==> src/rtl/decryption_r2_pkg.sv <==
// Shared definitions for the R2 decryption stage: FSM state encoding and default widths.
package decryption_r2_pkg;

    localparam int DEF_WIDTH = 32;
    localparam int DEF_KW    = 4;

    typedef enum logic [2:0] {
        IDLE,
        CHK,
        RED,
        BIT,
        MUL,
        SQR,
        FIN
    } state_t;

endpackage

==> src/rtl/mod_mul_serial.sv <==
// Bit-serial modular multiplier: r = (a * b) mod p, scanning b MSB-first, one bit per cycle.
// Requires a < p; an operation takes one issue cycle plus WIDTH bit cycles.
module mod_mul_serial
    import decryption_r2_pkg::*;
#(
    parameter int WIDTH = DEF_WIDTH
) (
    input  logic             clk,
    input  logic             rst,
    input  logic             go,
    input  logic [WIDTH-1:0] a,
    input  logic [WIDTH-1:0] b,
    input  logic [WIDTH-1:0] p,
    output logic             busy,
    output logic             done,
    output logic [WIDTH-1:0] r
);

    localparam int CW = $clog2(WIDTH + 1);

    logic [WIDTH:0]   r_acc;
    logic [WIDTH-1:0] r_a;
    logic [WIDTH-1:0] r_b;
    logic [CW-1:0]    r_cnt;

    logic [WIDTH:0] w_p_ext;
    logic [WIDTH:0] w_dbl;
    logic [WIDTH:0] w_red;
    logic [WIDTH:0] w_add;
    logic [WIDTH:0] w_next;

    // One extra bit of headroom: acc < p and a < p, so 2*acc and acc+a never overflow.
    always_comb begin
        w_p_ext = {1'b0, p};
        w_dbl   = r_acc << 1;
        w_red   = (w_dbl >= w_p_ext) ? (w_dbl - w_p_ext) : w_dbl;
        w_add   = w_red + {1'b0, r_a};
        if (r_b[WIDTH-1]) begin
            w_next = (w_add >= w_p_ext) ? (w_add - w_p_ext) : w_add;
        end else begin
            w_next = w_red;
        end
    end

    // NOTE: state registers use non-blocking assignments so every flop samples pre-edge values.
    always_ff @(posedge clk) begin
        if (rst) begin
            r_acc <= '0;
            r_a   <= '0;
            r_b   <= '0;
            r_cnt <= '0;
        end else if (go && !busy) begin
            r_acc <= '0;
            r_a   <= a;
            r_b   <= b;
            r_cnt <= CW'(WIDTH);
        end else if (busy) begin
            r_acc <= w_next;
            r_b   <= r_b << 1;
            r_cnt <= r_cnt - CW'(1);
        end
    end

    // done and r are combinational in the last bit cycle so the caller can chain ops back to back.
    assign busy = (r_cnt != '0);
    assign done = (r_cnt == CW'(1));
    assign r    = w_next[WIDTH-1:0];

endmodule

==> src/rtl/decryption_r2.sv <==
// R2 decryption stage: recomputes k = pub_b^priv_x mod p by right-to-left square-and-multiply
// over one shared serial multiplier, then recovers r2 = c1 ^ k[KW-1:0].
module decryption_r2
    import decryption_r2_pkg::*;
#(
    parameter int WIDTH = DEF_WIDTH,
    parameter int KW    = DEF_KW
) (
    input  logic             clk,
    input  logic             rst,
    input  logic             start,
    input  logic [KW-1:0]    c1,
    input  logic [WIDTH-1:0] pub_b,
    input  logic [WIDTH-1:0] priv_x,
    input  logic [WIDTH-1:0] p,
    output logic             busy,
    output logic             done_dec,
    output logic             err,
    output logic [KW-1:0]    k_o,
    output logic [KW-1:0]    r2_o
);

    state_t r_state;
    state_t w_next_state;

    logic [KW-1:0]    r_c1;
    logic [WIDTH-1:0] r_pub_b;
    logic [WIDTH-1:0] r_p;
    logic [WIDTH-1:0] r_e;
    logic [WIDTH-1:0] r_res;
    logic [WIDTH-1:0] r_base;
    logic             r_bad;
    logic             r_done;
    logic             r_err;
    logic [KW-1:0]    r_k;
    logic [KW-1:0]    r_r2;

    logic             w_mul_go;
    logic [WIDTH-1:0] w_mul_a;
    logic [WIDTH-1:0] w_mul_b;
    logic             w_mul_busy;
    logic             w_mul_done;
    logic [WIDTH-1:0] w_mul_r;

    mod_mul_serial #(.WIDTH(WIDTH)) u_mul (
        .clk  (clk),
        .rst  (rst),
        .go   (w_mul_go),
        .a    (w_mul_a),
        .b    (w_mul_b),
        .p    (r_p),
        .busy (w_mul_busy),
        .done (w_mul_done),
        .r    (w_mul_r)
    );

    always_ff @(posedge clk) begin
        if (rst) r_state <= IDLE;
        else     r_state <= w_next_state;
    end

    // BIT doubles as the issue cycle of the following MUL or SQR, so the decision costs no time.
    always_comb begin
        // NOTE: defaults first keep every path assigned, so no latches are inferred.
        w_next_state = r_state;
        w_mul_go     = 1'b0;
        w_mul_a      = '0;
        w_mul_b      = '0;
        unique case (r_state)
            IDLE: if (start) w_next_state = CHK;
            CHK:  w_next_state = (r_p < WIDTH'(2)) ? FIN : RED;
            RED: begin
                w_mul_go = !w_mul_busy;
                w_mul_a  = WIDTH'(1);
                w_mul_b  = r_pub_b;
                if (w_mul_done) w_next_state = (r_e == '0) ? FIN : BIT;
            end
            BIT: begin
                w_mul_go = 1'b1;
                if (r_e[0]) begin
                    w_mul_a      = r_res;
                    w_mul_b      = r_base;
                    w_next_state = MUL;
                end else begin
                    w_mul_a      = r_base;
                    w_mul_b      = r_base;
                    w_next_state = SQR;
                end
            end
            MUL: if (w_mul_done) w_next_state = (r_e[WIDTH-1:1] == '0) ? FIN : BIT;
            SQR: if (w_mul_done) w_next_state = BIT;
            FIN: w_next_state = IDLE;
            default: w_next_state = IDLE;
        endcase
    end

    // After a MUL, bit 0 of e is cleared rather than shifted; BIT then sees 0 and shifts before SQR.
    always_ff @(posedge clk) begin
        if (rst) begin
            r_c1    <= '0;
            r_pub_b <= '0;
            r_p     <= '0;
            r_e     <= '0;
            r_res   <= '0;
            r_base  <= '0;
            r_bad   <= 1'b0;
            r_done  <= 1'b0;
            r_err   <= 1'b0;
            r_k     <= '0;
            r_r2    <= '0;
        end else begin
            r_done <= 1'b0;
            unique case (r_state)
                IDLE: if (start) begin
                    r_c1    <= c1;
                    r_pub_b <= pub_b;
                    r_p     <= p;
                    r_e     <= priv_x;
                    r_bad   <= 1'b0;
                    r_err   <= 1'b0;
                end
                CHK: if (r_p < WIDTH'(2)) begin
                    r_bad <= 1'b1;
                    r_res <= '0;
                end
                RED: if (w_mul_done) begin
                    r_base <= w_mul_r;
                    r_res  <= WIDTH'(1);
                end
                BIT: if (!r_e[0]) r_e <= r_e >> 1;
                MUL: if (w_mul_done) begin
                    r_res  <= w_mul_r;
                    r_e[0] <= 1'b0;
                end
                SQR: if (w_mul_done) r_base <= w_mul_r;
                FIN: begin
                    r_done <= 1'b1;
                    r_err  <= r_bad;
                    r_k    <= r_res[KW-1:0];
                    r_r2   <= r_c1 ^ r_res[KW-1:0];
                end
                default: ;
            endcase
        end
    end

    assign busy     = (r_state != IDLE);
    assign done_dec = r_done;
    assign err      = r_err;
    assign k_o      = r_k;
    assign r2_o     = r_r2;

endmodule

==> config.mk <==
export PLATFORM = sky130hd
export DESIGN_NAME = decryption_r2
export DESIGN_NICKNAME = d
export VERILOG_FILES = /design/src/rtl/decryption_r2_pkg.sv /design/src/rtl/mod_mul_serial.sv /design/src/rtl/decryption_r2.sv
export SDC_FILE = /design/constraint.sdc
export NUM_CORES = 1
export LEC_CHECK = 0
export CAP_MARGIN = 20
export CORE_MARGIN = 1.5
export CORE_UTILIZATION = 40
export DETAILED_ROUTE_END_ITERATION = 8
export PLACE_DENSITY = 0.54
export SLEW_MARGIN = 20
export SYNTH_ARGS = -nofsm -noshare
export SYNTH_HDL_FRONTEND = slang
export SYNTH_SLANG_ARGS = --single-unit
export TNS_END_PERCENT = 10
==> constraint.sdc <==
create_clock -name clk -period 12.8 [get_ports clk]
set_input_delay 2.56 -clock clk [delete_from_list [all_inputs] [get_ports clk]]
set_output_delay 2.56 -clock clk [all_outputs]
set_load 0.005 [all_outputs]
* Word-level counts from Yosys, hierarchy flattened
Cells that the tools add are included.
** Word-level totals
- Memory bits (read-only) :: 0
- Memories kept :: 0
- RAM bits :: 0
- Latch bits :: 0
- Flip-flop bits (word level) :: 280
- Output and inout bits :: 11
** Operators by class
- Eq/ne operators :: 13
- Shift-type cells :: 0
- Add/subtract/negate cells :: 4
- Reduce and logical (&&, ||, !) cells :: 23
- Bitwise operators :: 1
- Div/mod/pow operators :: 0
- Multipliers :: 0
- Magnitude comparators :: 3
- Muxes and demuxes :: 34
** Operator list (number)
- $mux 32 :: 10
- $pmux 32 s2 :: 2
- $pmux 32 s3 :: 1
- $ge 33x32->1 :: 2
- $pmux 31 s2 :: 1
- $add 33x32->33 :: 1
- $mux 33 :: 1
- $sub 33x32->33 :: 1
- $logic_not 32->1 :: 1
- $lt 32x2->1 const B :: 1
- $sub 32x32->32 :: 1
- $logic_not 31->1 :: 1
- $mux 3 :: 7
- $pmux 3 s6 :: 1
- $mux 6 :: 2
- $eq 3x3->1 const B :: 3
- $reduce_and 3->1 :: 3
- $reduce_bool 3->1 :: 3
- $reduce_and 4->1 :: 2
- $reduce_bool 2->1 :: 4
- $eq 3x2->1 const B :: 2
- $eq 6x1->1 const B :: 1
- $ne 2x1->1 const B :: 3
- $ne 2x2->1 const B :: 3
- 12 further kinds :: 21

* Depth between registers and ports, before layout
- Depth after elaboration :: 8
- Gate-level depth with buffers :: 36

* Modules after synthesis
From an unflattened synthesis, not the netlist that was laid out.
** Unflattened totals
- Cells, all modules :: 2368
- Area total of the unflattened synthesis :: 18387.6 um^2
** By module, submodules not included
- mod_mul_serial :: instances 1, area each 10849.2 um^2, cells an instance 1446, sequential area each 2042.0 um^2
- decryption_r2 :: instances 1, area each 7538.5 um^2, cells an instance 922, sequential area each 3563.4 um^2

* Worst setup path before layout
No wires, ideal clock.
- Kind :: flip-flop to flip-flop
- Start point :: register r_p[6]
- End point :: register r_base[25]
- Cell stages (with the launch flop) :: 33
- Arrival :: 7438 ps
- Setup slack :: 5231 ps
- Clock period less this slack :: 7569 ps
- Buffers on the path :: 3
- Setup time :: 131 ps
- Data required time :: 12669 ps
- Cells stage by stage :: dfxtp_1 > inv_1 > ha_1 > a21o_1 > o32ai_1 > a31oi_1 > a22oi_1 > nor4bb_4 > or2_2 > clkbuf_1 > clkbuf_1 > nor2_1 > a21oi_1 > inv_1 > ha_1 > a21oi_1 > nor2b_1 > a311oi_1 > a211oi_1 > a2111oi_0 > nor4_1 > a2111oi_0 > xnor2_1 > ha_1 > a2111oi_0 > nor3_1 > a32o_1 > a21o_1 > nor2_1 > clkbuf_1 > a211oi_1 > o31ai_1 > o21ai_0
** Between the ends
- Cells in the longest elaborated chain, start to end :: 6
** RTL lines
- start: declaration :: RTL line decryption_r2.sv:28 : logic [WIDTH-1:0] r_p;
- start signal: assignment :: RTL line decryption_r2.sv:117 : r_p <= p;
- $sub 33x32->33 / $ge 33x32->1 (equally long branches) :: RTL line mod_mul_serial.sv:36 : w_red = (w_dbl >= w_p_ext) ? (w_dbl - w_p_ext) : w_dbl;
- $mux 33 :: RTL line mod_mul_serial.sv:36
- $add 33x32->33 :: RTL line mod_mul_serial.sv:37 : w_add = w_red + {1'b0, r_a};
- $sub 32x32->32 / $ge 33x32->1 (equally long branches) :: RTL line mod_mul_serial.sv:39 : w_next = (w_add >= w_p_ext) ? (w_add - w_p_ext) : w_add;
- $mux 32 :: RTL line mod_mul_serial.sv:39
- $mux 32 * :: RTL line mod_mul_serial.sv:38 : if (r_b[WIDTH-1]) begin
- end signal: assignment :: RTL line decryption_r2.sv:127 : r_base <= w_mul_r;
- end signal: assignment :: RTL line decryption_r2.sv:135 : SQR: if (w_mul_done) r_base <= w_mul_r;
- end: declaration :: RTL line decryption_r2.sv:31 : logic [WIDTH-1:0] r_base;
Every way passes the cells marked *; elsewhere a longest branch is shown, timed or not.
A chain may end at the register's enable or synchronous reset.

* Final worst setup path
- Start point :: register r_p[1]
- End point :: register r_res[4]
** Between the ends
- Cells in the longest elaborated chain, start to end :: 8
** RTL lines
- $sub 33x32->33 / $ge 33x32->1 (equally long branches) :: RTL line mod_mul_serial.sv:36
- $mux 33 :: RTL line mod_mul_serial.sv:36
- $add 33x32->33 :: RTL line mod_mul_serial.sv:37
- $sub 32x32->32 / $ge 33x32->1 (equally long branches) :: RTL line mod_mul_serial.sv:39
- $mux 32 :: RTL line mod_mul_serial.sv:39
- $mux 32 :: RTL line mod_mul_serial.sv:38
- $mux 32 :: RTL line decryption_r2.sv:131 : MUL: if (w_mul_done) begin
- $pmux 32 s3 :: RTL line decryption_r2.sv:113 : unique case (r_state)
- end signal: assignment :: RTL line decryption_r2.sv:132 : r_res <= w_mul_r;
- end: declaration :: RTL line decryption_r2.sv:30 : logic [WIDTH-1:0] r_res;
Parallel ways exist; a longest one is shown, timed or not. The select of a mux whose other input is x is not followed.

==> results.ini <==
[clock_tree]
path_clk_slew_ps=60
cts.sinks=280
cts_resized=0
cts_made_buffers=35
htree_levels=2
cts_setup_buffers=0
clkLatencyLatePin_ps=550
cts_hold_buf=0
cts-root-buf=clkbuf_16
clk_path_buf_depth=3
cts_tree=yes

[logic_synthesis]
yosysWarnings=0
synth_xor_area_frac=0.0423
synth-simple-area-share=0.195
synth_top_area_share=0.319
synth_ff_type=dfxtp_1
syn-instance-count=2228
synth_edf_count=0
synth_commonest_cells=nand2_1, dfxtp_1, a21oi_1, nor2_1
synthTopCellsByArea=dfxtp_1, nand2_1, a21oi_1
yosysTopAreaCell=dfxtp_1
syn-cell-area_mm2=0.0176
synthArstFlopShare=0
synth_nets=2432
synth.distinct_cells=88
synthAdderAreaFrac=0.0733
synth_compound_area_frac=0.276
yosysMostFrequentCell=nand2_1
ys_seq_elements=280
synth.mux.area_fraction=0.0458
syn_avg_cell_area_um2=7.88
synth_top_family_by_area=compound AO/OA/AOI/OAI gates
ys_seq_area_frac=0.319

[routing]
vias_per_cell=5.83
wl_per_cell_um=21.5
route.detailed.drc=0
final_antenna_net_count=0
drtIter0Drc=1419
finalWirelength_um=61700
vias=16719
firstDrtPassIters=5

[min_path]
holdCritPathClass=reg -> reg

[global_routing]
grt_max_degree=74
antenna_found_initial=0
track_usage=0.272
grt_pass1_vias=15824
grt_overflow=0
grt_pass1_wl_um=94000

[floorplanning]
die_x_um=212
core_area_mm2=0.0432
fp.dieArea_mm2=0.0452
ioPinCount=114
die-height_um=212
rows=76
start_util=0.407

[placement]
gp_congestion=0.953
pre_cts_ws_ps=2970
hpwlAfterDp_um=44700
io_buffer_count=113

[timing]
hold_violations=0
rsz0062_at_grt=no
layout_setup_ws_ps=2900
maxSlewHeadroom=0.191
fin_crit_ps=9900
finalCritPeriodShare=0.774
worst_pin_slew_ps=1180
clock_skew_ps=19.9
maxSlewViolCount=0
final.setup.tns_ps=0
finalSetupViolCount=0
fmax_mhz=101

[critical_path]
endpoint_kind=flop
arrival_ps=10390
cpMostUsedCell=ha_1
crit_fanout=23
slowest_stage=a2111oi_1
cp-start-kind=flop
slowest_delay_ps=750
cp.required_ps=13290
worstSetupPathType=reg -> reg

[finish]
drive_gt1_frac=0.0653
nets=2464
antenna_cells=0
area_growth_pct=15.4

[outcome]
status=completed

[flow_run]
drv_cap=0

stage by stage:
| step | cells | hold slack [ps] | utilization | area (um^2) |
|---|---|---|---|---|
| CTS | 2866 | 444 | 0.469 | 20200 |
| global route | 2866 | 473 | 0.469 | 20300 |
| detailed placement | 2808 | 437 | 0.442 | 19100 |
| floorplan | 2228 | 415 | - | 17600 |
| finish | 2866 | 442 | 0.469 | 20300 |
| global placement | 2808 | 431 | 0.442 | 19100 |
critical path, delay by kind of cell (launching register included):
kind / cells / cell delay, ps
adders and majority gates: 3 / 1130
DFF: 1 / 470
xor gates and xnor gates: 1 / 170
AOI/OAI and AO/OA: 12 / 4400
and+or+nand+nor: 10 / 2910
buffers and inverters: 4 / 730
worst paths after layout:
check	cells past startpoint	slack [ps]	startpoint	end
setup / recovery	30	2900	r_p[1]$_SDFFE_PP0P_	r_res[4]$_SDFFE_PP0P_
hold / removal	2	440	r_res[24]$_SDFFE_PP0P_	r_res[24]$_SDFFE_PP0P_
setup reg to reg	30	2900	r_p[1]$_SDFFE_PP0P_	r_res[4]$_SDFFE_PP0P_
hold reg to reg	2	440	r_res[24]$_SDFFE_PP0P_	r_res[24]$_SDFFE_PP0P_
cell usage in the layout, fill, tap and decap left out, drive strengths merged, types with 8 or more instances in the layout:
cell	n
a21o	32
o21a	15
ha	98
or2	12
clkbuf	49
nand4	19
nor2b	12
and3	20
o311ai	8
a31oi	20
o211ai	53
o21ai	122
and2	13
mux2i	68
xnor2	53
nand2	373
inv	76
mux2	11
buf	24
a22o	10
nor4	18
a32o	36
a211oi	56
nor3	19
dfxtp	280
nand3	49
o31ai	11
or3	8
o21bai	10
nand2b	20
nor2	126
a31o	10
a21oi	263
nor3b	34
clkdlybuf4s50	112
xor2	30
a211o	11
state kept, by name (all words and copies together), names as in the netlist:
signal       cells
r_bad            1
r2_o             4
r_c1             4
k_o              4
done_dec         1
r_state          3
r_res           32
u_mul.r_a       32
u_mul.r_b       32
u_mul.r_cnt      6
r_e             32
err              1
r_p             32
r_pub_b         32
u_mul.r_acc     32
r_base          32
layer usage:
metal  wire length [um]  global-route usage
met5                  0                   0
met2              28800               0.451
met4               2060              0.0949
met3               2480              0.0267
met1              28300               0.368
final cells by class:
type                            count  area, um^2
Clock buffer                       49        1020
Clock inverter                      9         124
Fill cell                        4389       22900
Inverter                           76         285
Multi-Input combinational cell   1731       11200
Sequential cell                   280        5610
Tap cell                          585         732
Timing Repair Buffer              136        1310
logic make-up after synthesis:
kind of cell / count (synthesis)
AOI/OAI and AO/OA: 726
adders and majority gates: 101
xor gates and xnor gates: 83
buffers and inverters: 217
and+or+nand+nor: 742
muxes: 79
DFF: 280
Power is left out: the tool's default activity adds up to more than one toggle a clock period on the data nets, which glitch-free logic cannot reach.
